==> config.mk <==
export PLATFORM = sky130hd
export DESIGN_NAME = tick_sched
export DESIGN_NICKNAME = d
export VERILOG_FILES = /design/src/rtl/tick_sched.sv
export SDC_FILE = /design/constraint.sdc
export NUM_CORES = 1
export LEC_CHECK = 0
export ABC_AREA = 1
export CAP_MARGIN = 20
export CORE_MARGIN = 2
export CORE_UTILIZATION = 40
export DETAILED_ROUTE_END_ITERATION = 6
export PLACE_DENSITY = 0.68
export REMOVE_ABC_BUFFERS = 1
export SETUP_SLACK_MARGIN = 0.02
export SYNTH_ARGS = -nofsm -noshare
export SYNTH_HDL_FRONTEND = slang
export SYNTH_SLANG_ARGS = --single-unit
==> constraint.sdc <==
create_clock -name clk -period 3.7 [get_ports clk]
set_input_delay 0.555 -clock clk [delete_from_list [all_inputs] [get_ports clk]]
set_output_delay 0.555 -clock clk [all_outputs]
set_load 0.05 [all_outputs]
==> src/rtl/tick_sched.sv <==
// Round-robin shared tick divider for two requesters (A = bit0, B = bit1).
// Optional abort support is enabled by defining TICK_SCHED_ABORT_EN.
//
// state  | meaning
// -------+--------------------------------------------------------------
// IDLE   | no owner; arbitrate on any request
// RUN    | owner holds the divider; ticks issued as divcnt reaches zero
// DONE   | one-cycle done pulse, grant dropped; may re-arbitrate at once
module tick_sched #(
  parameter int DIV_W = 16,
  parameter int CNT_W = 8
) (
  input  logic             clk,
  input  logic             reset,
  input  logic [1:0]       req,
  input  logic [DIV_W-1:0] div_a,
  input  logic [CNT_W-1:0] cnt_a,
  input  logic [DIV_W-1:0] div_b,
  input  logic [CNT_W-1:0] cnt_b,
`ifdef TICK_SCHED_ABORT_EN
  input  logic             abort,
  output logic             aborted,
`endif
  output logic [1:0]       gnt,
  output logic [1:0]       tick,
  output logic [1:0]       done,
  output logic             busy
);

  typedef enum logic [1:0] {
    S_IDLE = 2'd0,
    S_RUN  = 2'd1,
    S_DONE = 2'd2
  } state_t;

  localparam logic [DIV_W-1:0] DIV_ONE = {{(DIV_W-1){1'b0}}, 1'b1};
  localparam logic [CNT_W-1:0] CNT_ONE = {{(CNT_W-1){1'b0}}, 1'b1};

  state_t           state_q, state_d;
  logic             owner_q, owner_d;
  logic             last_q, last_d;
  logic [DIV_W-1:0] div_q, div_d;
  logic [DIV_W-1:0] divcnt_q, divcnt_d;
  logic [CNT_W-1:0] rem_q, rem_d;
  logic [1:0]       gnt_q, gnt_d;
  logic             kill;
  logic             fire;
  logic             arb_last;
  logic             win;
  logic [DIV_W-1:0] div_raw;
  logic [DIV_W-1:0] div_sel;
  logic [CNT_W-1:0] cnt_sel;

`ifdef TICK_SCHED_ABORT_EN
  logic abort_q, abort_d;
  assign kill    = abort && (state_q == S_RUN);
  assign aborted = (state_q == S_DONE) && abort_q;
`else
  assign kill = 1'b0;
`endif

  // In DONE the finishing owner already counts as "last" so the other port wins a tie.
  assign arb_last = (state_q == S_DONE) ? owner_q : last_q;
  assign win      = (req == 2'b11) ? ~arb_last : req[1];
  assign div_raw  = win ? div_b : div_a;
  assign div_sel  = (div_raw == '0) ? DIV_ONE : div_raw;
  assign cnt_sel  = win ? cnt_b : cnt_a;

  always_ff @(posedge clk) begin
    if (reset) begin
      state_q  <= S_IDLE;
      owner_q  <= 1'b0;
      last_q   <= 1'b1;
      div_q    <= '0;
      divcnt_q <= '0;
      rem_q    <= '0;
      gnt_q    <= 2'b00;
`ifdef TICK_SCHED_ABORT_EN
      abort_q  <= 1'b0;
`endif
    end else begin
      state_q  <= state_d;
      owner_q  <= owner_d;
      last_q   <= last_d;
      div_q    <= div_d;
      divcnt_q <= divcnt_d;
      rem_q    <= rem_d;
      gnt_q    <= gnt_d;
`ifdef TICK_SCHED_ABORT_EN
      abort_q  <= abort_d;
`endif
    end
  end

  always_comb begin
    state_d  = state_q;
    owner_d  = owner_q;
    last_d   = last_q;
    div_d    = div_q;
    divcnt_d = divcnt_q;
    rem_d    = rem_q;
    gnt_d    = gnt_q;
`ifdef TICK_SCHED_ABORT_EN
    abort_d  = abort_q;
`endif
    fire     = 1'b0;
    tick     = 2'b00;
    done     = 2'b00;

    case (state_q)
      S_IDLE: begin
        if (req != 2'b00) begin
          state_d  = S_RUN;
          owner_d  = win;
          div_d    = div_sel;
          divcnt_d = div_sel - DIV_ONE;
          rem_d    = cnt_sel;
          gnt_d    = win ? 2'b10 : 2'b01;
        end
      end

      S_RUN: begin
        fire = (divcnt_q == '0) && (rem_q != '0) && !kill;
        tick[owner_q] = fire;
        if (kill) begin
          state_d = S_DONE;
          gnt_d   = 2'b00;
`ifdef TICK_SCHED_ABORT_EN
          abort_d = 1'b1;
`endif
        end else begin
          if (fire) begin
            divcnt_d = div_q - DIV_ONE;
            rem_d    = rem_q - CNT_ONE;
          end else begin
            divcnt_d = divcnt_q - DIV_ONE;
          end
          // Leave on the edge that issues the last tick, so done lands in cnt*div + 1.
          if ((rem_q == '0) || (fire && (rem_q == CNT_ONE))) begin
            state_d = S_DONE;
            gnt_d   = 2'b00;
          end
        end
      end

      S_DONE: begin
        done[owner_q] = 1'b1;
        last_d        = owner_q;
`ifdef TICK_SCHED_ABORT_EN
        abort_d       = 1'b0;
`endif
        if (req != 2'b00) begin
          state_d  = S_RUN;
          owner_d  = win;
          div_d    = div_sel;
          divcnt_d = div_sel - DIV_ONE;
          rem_d    = cnt_sel;
          gnt_d    = win ? 2'b10 : 2'b01;
        end else begin
          state_d  = S_IDLE;
        end
      end

      default: begin
        state_d = S_IDLE;
        gnt_d   = 2'b00;
      end
    endcase
  end

  assign gnt  = gnt_q;
  assign busy = |gnt_q;

endmodule
# Word level (Yosys, flattened, before mapping)

Cells that the tools add are included.

Bits in registers: 46
Bits of input ports: 52
Output and inout bits: 7
Word-level logic and storage cells: 64

Add/sub/neg operators: 4
Order comparisons: 2
Equal/unequal tests: 8
Multiplexer cells: 23
Bitwise gates (word level): 2
Reduce and logical (&&, ||, !) cells: 18

Operators with widths:

| operator                | count |
|---|---|
| $mux W16                | 4 |
| $sub A16 B1 Y16 const B | 3 |
| $logic_not A16 Y1       | 2 |
| $pmux W16 S2            | 1 |
| $mux W8                 | 3 |
| $pmux W8 S2             | 1 |
| $mux W2                 | 7 |
| $eq A8 B1 Y1 const B    | 1 |
| $logic_not A8 Y1        | 1 |
| $reduce_and A2 Y1       | 4 |
| $reduce_bool A8 Y1      | 1 |
| $sub A8 B1 Y8 const B   | 1 |
| $ne A2 B2 Y1 const B    | 3 |
| $pmux W2 S3             | 1 |
| $eq A2 B2 Y1 const B    | 2 |
| $mux W1                 | 4 |
| $pmux W2 S2             | 1 |
| $reduce_bool A2 Y1      | 2 |
| $reduce_or A2 Y1        | 2 |
| $logic_and A1 B1 Y1     | 3 |
| $reduce_and A3 Y1       | 1 |
| $and A2 B2 Y2           | 1 |
| $eq A2 B1 Y1 const B    | 1 |
| $logic_not A2 Y1        | 1 |
| 6 further kinds         | 6 |

# Longest topological paths before layout

Word-level depth: 10
Gate-level depth with buffers: 25
Mapped depth without buffers: 23

# Worst setup path before layout

Ideal clock, no wire load.

Path type: input port to flip-flop
Start: input port req[1]
End: register divcnt_q[10]
Arrival: 2.490 ns
Data required time: 3.586 ns
Path slack: 1.096 ns
Stages: 19
Buffers on the path: 3
Cells stage by stage: buf_2 -> clkbuf_1 -> nand3_2 -> nand2_2 -> nor2_1 -> nand2_1 -> nor2_2 -> nand2_2 -> nand3_2 -> nand2_2 -> buf_6 -> ha_1 -> nand3_1 -> inv_2 -> nand2_2 -> nor2_2 -> xnor2_1 -> o21bai_1 -> inv_1

Longest elaborated chain between the ends: 8

RTL lines:

| element                | RTL line | source |
|---|---|---|
| start: declaration     | 15       | `input logic [1:0] req,` |
| $eq A2 B2 Y1           | 64       | `assign win = (req == 2'b11) ? ~arb_last : req[1];` |
| $mux W1                | 64       |  |
| $mux W16               | 65       | `assign div_raw = win ? div_b : div_a;` |
| $logic_not A16 Y1      | 66       | `assign div_sel = (div_raw == '0) ? DIV_ONE : div_raw;` |
| $mux W16               | 66       |  |
| $sub A16 B1 Y16        | 116, 156 |  |
| $mux W16               | 112, 152 |  |
| $pmux W16 S2           | 110      | `case (state_q)` |
| end signal: assignment | 86       | `divcnt_q <= divcnt_d;` |
| end: declaration       | 43       | `logic [DIV_W-1:0] divcnt_q, divcnt_d;` |

Parallel ways exist; a longest one is shown, timed or not. The select of a mux whose other input is x is not followed.
A chain may end at the register's enable or synchronous reset.

# Worst setup path after layout

Start: input port req[0]
End: register divcnt_q[10]

Same word-level chain as after synthesis.

==> results.sh <==
export IMPL_io_buffers=58
export IMPL_place_area_sq_um=3770
export IMPL_slew_violations=0
export IMPL_stdcell_area_sq_um=3890
export IMPL_routed_top_layer="met4"
export IMPL_clock_root_buffer="clkbuf_8"
export IMPL_drive_gt1_frac=0.0874
export IMPL_vias=3338
export IMPL_rows=32
export IMPL_h_tree_depth=2
export IMPL_fin_nets=604
export IMPL_syn_avg_cell_area_sq_um=6.30
export IMPL_dr_pass1_iters=5
export IMPL_synth_cell_type_count=35
export IMPL_io_pins=59
export IMPL_min_path_type="reg -> reg"
export IMPL_dr_wl_met3_um=465
export IMPL_r2r_cells=21
export IMPL_yosysWarnings=0
export IMPL_ff2ff_setup_slack_ps=760
export IMPL_n_antenna_cell=0
export IMPL_arrival_ps=3310
export IMPL_first_global_vias=2989
export IMPL_hpwl_um=6650
export IMPL_cts_buffers=5
export IMPL_crit_fanout=18
export IMPL_finalSetupViolCount=0
export IMPL_drtIter0Drc=191
export IMPL_wirelength_um=8850
export IMPL_powerDensity_nw_per_um2=411
export IMPL_drtAntennaViolNets=0
export IMPL_cts_buffer_depth=2
export IMPL_core_sq_um=7690
export IMPL_dieArea_sq_um=8610
export IMPL_rr_startpoint="state_q[1]"
export IMPL_finalHoldViolCount=0
export IMPL_startpoint_type="input port"
export IMPL_gp_congestion=0.932
export IMPL_synth_cells=500
export IMPL_crit_type="in -> reg"
export IMPL_period_minus_slack_ps=3100
export IMPL_die_x_um=92.8
export IMPL_status="complete, no violations"
export IMPL_synth_seq_cells=46
export IMPL_antenna_found_initial=0
export IMPL_cts_tree="yes"
export IMPL_holdWs_ps=497
export IMPL_grt_max_degree=31
export IMPL_grt_overflow=0
export IMPL_slew_headroom=0.437
export IMPL_seq_area_frac_synth=0.292
export IMPL_met1_length_um=4230
export IMPL_fin_ws_ps=601
export IMPL_fmax_mhz=323
export IMPL_initial_core_util=0.410
export IMPL_cts_hold_buf=0
export IMPL_cts_repair_resized=0
export IMPL_drc=0
export IMPL_clk_latency_ps=300
export IMPL_cts_clk_slew_worst_paths_ps=90
export IMPL_die_y_um=92.8
export IMPL_rsz0062_at_grt="false"
export IMPL_avgViaCountPerCell=5.13
export IMPL_power_leakage_nw=1.86
export IMPL_wl_met2_um=4010
export IMPL_wl_per_cell_um=13.6
export IMPL_area_growth_pct=23.3
export IMPL_grt_pass1_wl_um=14300
export IMPL_finalCritPeriodShare=0.838
export IMPL_ir_drop_v=0.000230
export IMPL_endpoint="divcnt_q[10]"
export IMPL_crit_required_ps=3910
export IMPL_crit_path_end_kind="register"
export IMPL_grt_usage=0.209
export IMPL_skew_ps=11.5
export IMPL_place_ws_ps=310
export IMPL_post_cts_setup_buffers=0
export IMPL_fin_total_pwr_w=0.00160
export IMPL_cp_startpoint="req[0]"
export IMPL_synth_area_sq_um=3150
export IMPL_cts_sinks=46
export IMPL_tightestPinTransition_ps=844
export IMPL_r2r_end="divcnt_q[10]"
export IMPL_ys_flop_type="dfxtp_1"
export IMPL_synth_edf_count=0
export IMPL_ys_async_sr_fraction=0
export IMPL_setup_tns_ps=0
export IMPL_cap_violations=0
==> critical path, cell delays in order <==
cell and delay (ps):
clkdlybuf4s50_1 520, nand3_4 220, nand2_4 270, inv_1 90
nand2_1 80, nand2_1 70, nor2_1 90, nand2_1 80
nor2_2 100, nand2_2 60, nand3_2 60, nand2_2 160
ha_1 260, nand3_1 160, inv_2 80, nand2_2 100
nor2_2 40, xnor2_1 110, o21bai_1 120, inv_1 50
==> how the worst min path moves through the flow <==
stage	slack, ps	depth (start not counted)	end	startpoint
3_5_place_dp	480	2	owner_q	owner_q
4_1_cts	490	2	owner_q	owner_q
2_1_floorplan	450	2	owner_q	owner_q
3_3_place_gp	480	2	owner_q	owner_q
5_1_grt	550	2	owner_q	owner_q
6_report	500	2	owner_q	owner_q
==> cells in the mapped netlist, types with 5 or more instances <==
library cell | n | area [sq um]
clkbuf_1 | 13 | 48.8
buf_6 | 6 | 67.6
nor3_1 | 5 | 25.0
nand2_2 | 10 | 62.6
dfxtp_1 | 46 | 921
nand2_1 | 84 | 315
nand4_1 | 6 | 37.5
a221oi_1 | 6 | 52.6
o21ai_0 | 50 | 250
a21oi_1 | 35 | 175
nor2_2 | 6 | 37.5
inv_1 | 78 | 293
nor2_1 | 64 | 240
nand3_1 | 44 | 220
==> cell type report <==
cell class	count	area (sq um)
clock inverter	1	30.0
multi-input combinational	350	1790
clock buffer	6	82.6
inverter	82	308
tap	102	128
timing repair buffer	64	626
sequential	46	921
fill	797	3800
==> power breakdown <==
group / internal [W] / switching, W / leakage, nW
logic: 0.000221 / 0.000376 / 1.42
registers: 0.000564 / 0.0000430 / 0.382
clock network: 0.000217 / 0.000175 / 0.0573
==> routing by layer <==
metal / vias to the layer above / global-route usage
li1: 1714 / -
met3: 11 / 0.0293
met4: 0 / 0.0576
met5: - / 0
met1: 1512 / 0.293
met2: 101 / 0.335
==> layout by cell type (no fill, tap or decap), types with 2 or more instances in the layout <==
master and n:
nand2_1 84, inv_1 78, nor2_1 64, clkdlybuf4s50_1 58, o21ai_0 50, dfxtp_1 46, nand3_1 44, a21oi_1 35
nand2_2 10, nor2_2 6, a221oi_1 6, nand4_1 6, clkbuf_8 6, buf_4 6, nor3_1 5, inv_2 4
nand3_2 4, a31oi_1 4, a22oi_1 4, o211ai_1 3, o21ai_2 3, o21bai_1 3, ha_1 3, nand3_4 2
o22ai_2 2, xnor2_1 2, xor2_1 2
==> stage by stage <==
stage,utilization,std cells
2_1_floorplan,-,478
3_3_place_gp,0.491,644
3_5_place_dp,0.491,644
4_1_cts,0.506,651
5_1_grt,0.506,651
6_report,0.506,651
==> registers in the layout, indices dropped and copies added, names as in the netlist <==
name and flops:
last_q 1, gnt 2, state_q 2, divcnt_q 16, owner_q 1, rem_q 8, div_q 16
==> cell families after synthesis <==
logic type / synth area share
AOI/OAI and AO/OA: 0.213
xor gates and xnor gates: 0.0111
adders and majority gates: 0.0119
buffers and inverters: 0.139
DFF: 0.292
and+or+nand+nor: 0.333
(Power assumes the default switching activity.)
